$ cat config.mk
export PLATFORM = sky130hd
export DESIGN_NAME = apb_sample_fifo
export DESIGN_NICKNAME = d
export VERILOG_FILES = /design/src/rtl/apb_sample_fifo_pkg.sv /design/src/rtl/sample_fifo_core.sv /design/src/rtl/apb_sample_fifo.sv
export SDC_FILE = /design/constraint.sdc
export NUM_CORES = 1
export LEC_CHECK = 0
export CORE_MARGIN = 1.5
export CORE_UTILIZATION = 53
export DETAILED_ROUTE_END_ITERATION = 10
export PLACE_DENSITY = 0.73
export SLEW_MARGIN = 20
export SYNTH_ARGS = -nofsm -noshare
export SYNTH_HDL_FRONTEND = slang
export SYNTH_SLANG_ARGS = --single-unit
$ cat constraint.sdc
create_clock -name pclk_i -period 4.4 [get_ports pclk_i]
set_input_delay 1.1 -clock pclk_i [delete_from_list [all_inputs] [get_ports pclk_i]]
set_output_delay 1.1 -clock pclk_i [all_outputs]
set_load 0.05 [all_outputs]
$ cat src/rtl/apb_sample_fifo_pkg.sv
// Shared register map, bit positions and FSM encoding for the APB sample FIFO.
package apb_sample_fifo_pkg;

   localparam logic [7:0] ADDR_DATA   = 8'h00;
   localparam logic [7:0] ADDR_STATUS = 8'h04;
   localparam logic [7:0] ADDR_COUNT  = 8'h08;
   localparam logic [7:0] ADDR_CTRL   = 8'h0C;

   localparam int STAT_EMPTY = 0;
   localparam int STAT_FULL  = 1;
   localparam int STAT_OVF   = 2;

   localparam int CTRL_FLUSH   = 0;
   localparam int CTRL_CLR_OVF = 1;

   typedef enum logic [1:0] {
      ST_IDLE = 2'd0,
      ST_WAIT = 2'd1,
      ST_RESP = 2'd2
   } state_e;

endpackage

$ cat src/rtl/sample_fifo_core.sv
// Synchronous FIFO: push, pop, flush, fill count; head word is read through a register.
module sample_fifo_core #(
   parameter  int DEPTH  = 8,
   parameter  int DATA_W = 32,
   localparam int PTR_W  = $clog2(DEPTH),
   localparam int CNT_W  = PTR_W + 1
) (
   input  logic              clk_i,
   input  logic              rst_i,
   input  logic              push_i,
   input  logic              pop_i,
   input  logic              flush_i,
   input  logic [DATA_W-1:0] wdata_i,
   output logic [DATA_W-1:0] head_o,
   output logic [CNT_W-1:0]  count_o,
   output logic              full_o,
   output logic              empty_o
);

   logic [DATA_W-1:0] mem_q [DEPTH];
   logic [DATA_W-1:0] head_q;
   logic [PTR_W-1:0]  wr_ptr_q, wr_ptr_d;
   logic [PTR_W-1:0]  rd_ptr_q, rd_ptr_d;
   logic [CNT_W-1:0]  count_q, count_d;
   logic              do_push, do_pop;

   assign full_o  = (count_q == CNT_W'(DEPTH));
   assign empty_o = (count_q == '0);
   assign do_push = push_i && !full_o && !flush_i;
   assign do_pop  = pop_i && !empty_o && !flush_i;

   always_comb begin
      wr_ptr_d = wr_ptr_q;
      rd_ptr_d = rd_ptr_q;
      count_d  = count_q;
      if (flush_i) begin
         wr_ptr_d = '0;
         rd_ptr_d = '0;
         count_d  = '0;
      end else begin
         if (do_push) wr_ptr_d = wr_ptr_q + 1'b1;
         if (do_pop)  rd_ptr_d = rd_ptr_q + 1'b1;
         count_d = count_q + CNT_W'(do_push) - CNT_W'(do_pop);
      end
   end

   always_ff @(posedge clk_i or posedge rst_i) begin
      if (rst_i) begin
         wr_ptr_q <= '0;
         rd_ptr_q <= '0;
         count_q  <= '0;
      end else begin
         wr_ptr_q <= wr_ptr_d;
         rd_ptr_q <= rd_ptr_d;
         count_q  <= count_d;
      end
   end

   // Storage has no reset so it maps onto RAM; the head is re-read every cycle.
   always_ff @(posedge clk_i) begin
      if (do_push) mem_q[wr_ptr_q] <= wdata_i;
      head_q <= mem_q[rd_ptr_q];
   end

   assign head_o  = head_q;
   assign count_o = count_q;

endmodule

$ cat src/rtl/apb_sample_fifo.sv
// APB target buffering sampler writes in a FIFO; DATA/STATUS/COUNT/CTRL registers, one wait state.
module apb_sample_fifo
   import apb_sample_fifo_pkg::*;
#(
   parameter int DEPTH  = 8,
   parameter int DATA_W = 32,
   parameter int ADDR_W = 8,
   parameter int THRESH = 4
) (
   input  logic                     pclk_i,
   input  logic                     preset_i,
   input  logic                     psel_i,
   input  logic                     penable_i,
   input  logic                     pwrite_i,
   input  logic [ADDR_W-1:0]        paddr_i,
   input  logic [DATA_W-1:0]        pwdata_i,
   output logic [DATA_W-1:0]        prdata_o,
   output logic                     pready_o,
   output logic                     pslverr_o,
   output logic [$clog2(DEPTH):0]   count_o,
   output logic                     irq_o
);

   localparam int CNT_W = $clog2(DEPTH) + 1;

   state_e            state_q, state_d;
   logic [ADDR_W-1:0] addr_q;
   logic              write_q;
   logic [DATA_W-1:0] wdata_q;
   logic [DATA_W-1:0] prdata_q, rdata_d;
   logic              pslverr_q, err_d;
   logic              ovf_q;

   logic [DATA_W-1:0] fifo_head;
   logic [CNT_W-1:0]  fifo_count;
   logic              fifo_full, fifo_empty;
   logic              is_data, is_status, is_count, is_ctrl;
   logic              resp, data_wr, push, pop, ctrl_wr, flush;

   assign is_data   = (addr_q == ADDR_W'(ADDR_DATA));
   assign is_status = (addr_q == ADDR_W'(ADDR_STATUS));
   assign is_count  = (addr_q == ADDR_W'(ADDR_COUNT));
   assign is_ctrl   = (addr_q == ADDR_W'(ADDR_CTRL));

   // Response is decided during WAIT; FIFO state cannot change before RESP commits.
   always_comb begin
      err_d   = 1'b1;
      rdata_d = '0;
      if (is_data) begin
         if (write_q) begin
            err_d = fifo_full;
         end else begin
            err_d = fifo_empty;
            if (!fifo_empty) rdata_d = fifo_head;
         end
      end else if (is_status) begin
         err_d = write_q;
         if (!write_q) begin
            rdata_d[STAT_EMPTY] = fifo_empty;
            rdata_d[STAT_FULL]  = fifo_full;
            rdata_d[STAT_OVF]   = ovf_q;
         end
      end else if (is_count) begin
         err_d = write_q;
         if (!write_q) rdata_d = DATA_W'(fifo_count);
      end else if (is_ctrl) begin
         err_d = 1'b0;
      end
   end

   always_comb begin
      state_d = state_q;
      case (state_q)
         ST_IDLE: if (psel_i && !penable_i) state_d = ST_WAIT;
         ST_WAIT: state_d = ST_RESP;
         ST_RESP: state_d = ST_IDLE;
         default: state_d = ST_IDLE;
      endcase
   end

   assign resp    = (state_q == ST_RESP);
   assign data_wr = resp && write_q && is_data;
   assign push    = data_wr && !pslverr_q;
   assign pop     = resp && !write_q && is_data && !pslverr_q;
   assign ctrl_wr = resp && write_q && is_ctrl && !pslverr_q;
   assign flush   = ctrl_wr && wdata_q[CTRL_FLUSH];

   always_ff @(posedge pclk_i or posedge preset_i) begin
      if (preset_i) begin
         state_q   <= ST_IDLE;
         addr_q    <= '0;
         write_q   <= 1'b0;
         wdata_q   <= '0;
         prdata_q  <= '0;
         pslverr_q <= 1'b0;
         ovf_q     <= 1'b0;
      end else begin
         state_q <= state_d;
         if (state_q == ST_IDLE && psel_i && !penable_i) begin
            addr_q  <= paddr_i;
            write_q <= pwrite_i;
            wdata_q <= pwdata_i;
         end
         if (state_q == ST_WAIT) begin
            prdata_q  <= rdata_d;
            pslverr_q <= err_d;
         end else begin
            prdata_q  <= '0;
            pslverr_q <= 1'b0;
         end
         // The only error on a DATA write is a full FIFO, which is what overflow records.
         if (data_wr && pslverr_q)
            ovf_q <= 1'b1;
         else if (ctrl_wr && wdata_q[CTRL_CLR_OVF])
            ovf_q <= 1'b0;
      end
   end

   sample_fifo_core #(
      .DEPTH  (DEPTH),
      .DATA_W (DATA_W)
   ) u_core (
      .clk_i   (pclk_i),
      .rst_i   (preset_i),
      .push_i  (push),
      .pop_i   (pop),
      .flush_i (flush),
      .wdata_i (wdata_q),
      .head_o  (fifo_head),
      .count_o (fifo_count),
      .full_o  (fifo_full),
      .empty_o (fifo_empty)
   );

   assign prdata_o  = prdata_q;
   assign pready_o  = resp;
   assign pslverr_o = pslverr_q;
   assign count_o   = fifo_count;
   assign irq_o     = (fifo_count >= CNT_W'(THRESH));

endmodule

==> qor.yml <==
die:
  rows: 58
  die_h_um: 164.1
  die_x_um: 164.1
  die_area_um2: 26910
  initial_core_util_pct: 54.28
  ios: 84
  core_um2: 25330
pwr:
  power_density_nw_per_um2: 474.4
  peakVddDrop_v: 0.0003404
  p_total_w: 0.007739
  power_leakage_nw: 5.609
yosys:
  synth_top_family_by_area: "multiplexers"
  synth.avg_cell_area_um2: 20.34
  ys_seq_area_share_pct: 76.42
  yosys_register_bits: 375
  synthArstFlopShare_pct: 23.20
  synth_xor_area_share_pct: 0.1274
  synth_cell_types: 47
  synth_mux_area_share_pct: 16.46
  synth_edf_count: 256
  synth_common_cells: "256 x edfxtp_1, 87 x dfrtp_1, 73 x mux2_2"
  synth_nets: 730
  synth_top_cell_area_share_pct: 55.92
  synth_compound_area_share_pct: 1.101
  synth_cells: 676
  synth_largest_area_cell: "edfxtp_1"
  yosysMostFrequentCell: "edfxtp_1"
  yosys.area_share.simple_pct: 3.723
  ys_top_cells_by_area: "edfxtp_1 56%, dfrtp_1 16%, mux4_2 10%"
  synth_fa_ha_area_share_pct: 0.8738
  yosys_warnings: 0
  postSynth.topFlopCell: "edfxtp_1"
  synth_area_um2: 13750
timing:
  hold_ws_ns: 0.4240
  min_period_ns: 3.357
  rsz0062_at_grt: "false"
  worst_pin_slew_ns: 0.9733
  max_slew_margin_pct: 35.11
  clock-skew-final_ns: 0.01910
  report.final.slew_viol_count: 0
  setup_viol: 0
  fin_crit_sh_pct: 76.29
  finalWorstSetupSlack_ns: 1.043
  hold_viol_final: 0
  setup_tns_ns: 0
  max_freq_mhz: 297.9
setup_path:
  crit_buf_inv: 1
  criticalPathCategory: "register to register"
  cp-start-kind: "register"
  cp_top_family: "simple AND/OR/NAND/NOR gates"
  crit_chain: "or4_4 -> nor4b_2 -> nand2_1 -> nor3_4 -> buf_12"
  crit_fanout: 24
  endpoint_kind: "register"
  slowest_delay_ns: 0.64
  cp_slowest_cell: "nor4b_2"
  cp.arrival_ns: 3.57
  crit_required_ns: 4.61
clock_network:
  cts_htree_levels: 2
  cts_tree: "yes"
  cts_resized: 0
  clock_path_buffers: 3
  cts_setup_buffers: 0
  clock_latency_ns: 0.53
  postCtsHoldBufs: 0
  cts_sinks: 375
  numCtsBuffers: 39
  root_buffer: "clkbuf_16"
  clk_pin_slew_ns: 0.07
layout:
  fillers: 1660
  diodes: 0
  fin_area_um2: 16310
  syn_to_final_growth_pct: 18.67
  final_nets: 839
  drive_gt1_share_pct: 28.06
global_routing:
  grt_max_degree: 54
  antenna_found_initial: 0
  grtUsageTotal_pct: 19.72
  grt.overflow.total: 0
  grt_first_pass_wirelength_um: 39480
  grt_pass1_vias: 6933
job:
  cap_violations: 0
routing:
  drc: 0
  vias: 6504
  vias_per_cell: 5.675
  drtIter0Drc: 564
  wl_per_cell_um: 21.91
  wl_met3_um: 1322
  wl_um: 25110
  wl_met1_um: 10350
  dr_wl_met2_um: 12990
  firstDrtPassIters: 5
  ant_nets: 0
  top_layer: "met4"
run_status:
  status: "finished clean"
placed_design:
  place_hpwl_um: 14840
  port_buffers: 83
  place.gp.congestion: 0.8868
  dpl-instance-area_um2: 15090
  post-place-ws_ns: 1.084
worst_hold_path:
  min_path_type: "register to register"
## registers in the layout, indices dropped and copies added, names as in the netlist
| signal | cells |
|---|---|
| u_core.head_o | 32 |
| u_core.wr_ptr_q | 3 |
| ovf_q | 1 |
| state_q | 2 |
| u_core.rd_ptr_q | 3 |
| prdata_o | 32 |
| pslverr_o | 1 |
| addr_q | 8 |
| u_core.mem_q | 256 |
| wdata_q | 32 |
| u_core.count_o | 4 |
| write_q | 1 |
## layout make-up
| cell class | count | area [µm²] | share of cell area (%) |
|---|---|---|---|
| Clock inverter | 18 | 166.4 | 1.020 |
| Inverter | 13 | 51.30 | 0.3145 |
| Tap cell | 330 | 412.9 | 2.531 |
| Timing Repair Buffer | 98 | 980.9 | 6.013 |
| Sequential cell | 375 | 10510 | 64.43 |
| Clock buffer | 54 | 1052 | 6.450 |
| Multi-Input combinational cell | 258 | 3138 | 19.24 |
## metrics by stage
stage | util (%) | cells
final | 64.41 | 1146
after global routing | 64.41 | 1146
after CTS | 64.41 | 1146
after detailed placement | 59.60 | 1074
after global placement | 59.52 | 1073
after floorplan | - | 676
## layer usage
metal | global-route usage (%) | vias up
li1 | - | 2853
met1 | 26.44 | 3387
met2 | 33.74 | 229
met3 | 2.929 | 35
met4 | 5.868 | 0
met5 | 0 | -
## kinds of logic (layout without fill, tap and decap cells)
group           after synthesis  count (layout)
mux                         137             137
simple gates                 85              85
buf+inv                      43             183
xor+xnor                      2               2
flops                       375             375
fa+ha+maj                     9               9
compound gates               25              25
## path summary, 6_finish.rpt
path,depth (start not counted),to,slack [ns],startpoint
worst max-delay path,5,u_core.mem_q[1][14],1.04,addr_q[2]
worst min-delay path,1,prdata_o[12],0.42,u_core.head_o[12]
worst max register to register,5,u_core.mem_q[1][14],1.04,addr_q[2]
worst min register to register,1,prdata_o[12],0.42,u_core.head_o[12]
max in group asynchronous,3,prdata_o[30],2.73,preset_i
min in group asynchronous,2,prdata_o[6],1.03,preset_i
## report_power, final
group | internal, W | total, W | switching [W]
clock network | 0.00181 | 0.00310 | 0.00129
registers | 0.00400 | 0.00421 | 0.000209
logic | 0.000213 | 0.000426 | 0.000213
## placed cells by master, fill, tap and decap left out, types with 4 or more instances in the layout
cell               n
edfxtp_1         256
dfrtp_1           84
clkdlybuf4s50_1   83
mux2_2            73
mux4_2            64
clkbuf_16         39
dfxtp_1           32
and2_1            28
clkbuf_1          13
inv_1             12
a21oi_1           12
buf_4             12
nand2_1            9
ha_1               8
nor2_1             7
nand2b_1           6
nor2_4             6
o21ai_0            5
inv_6              5
nor3_1             4
clkinv_1           4
Note: power is estimated with default switching activity, not from simulation.
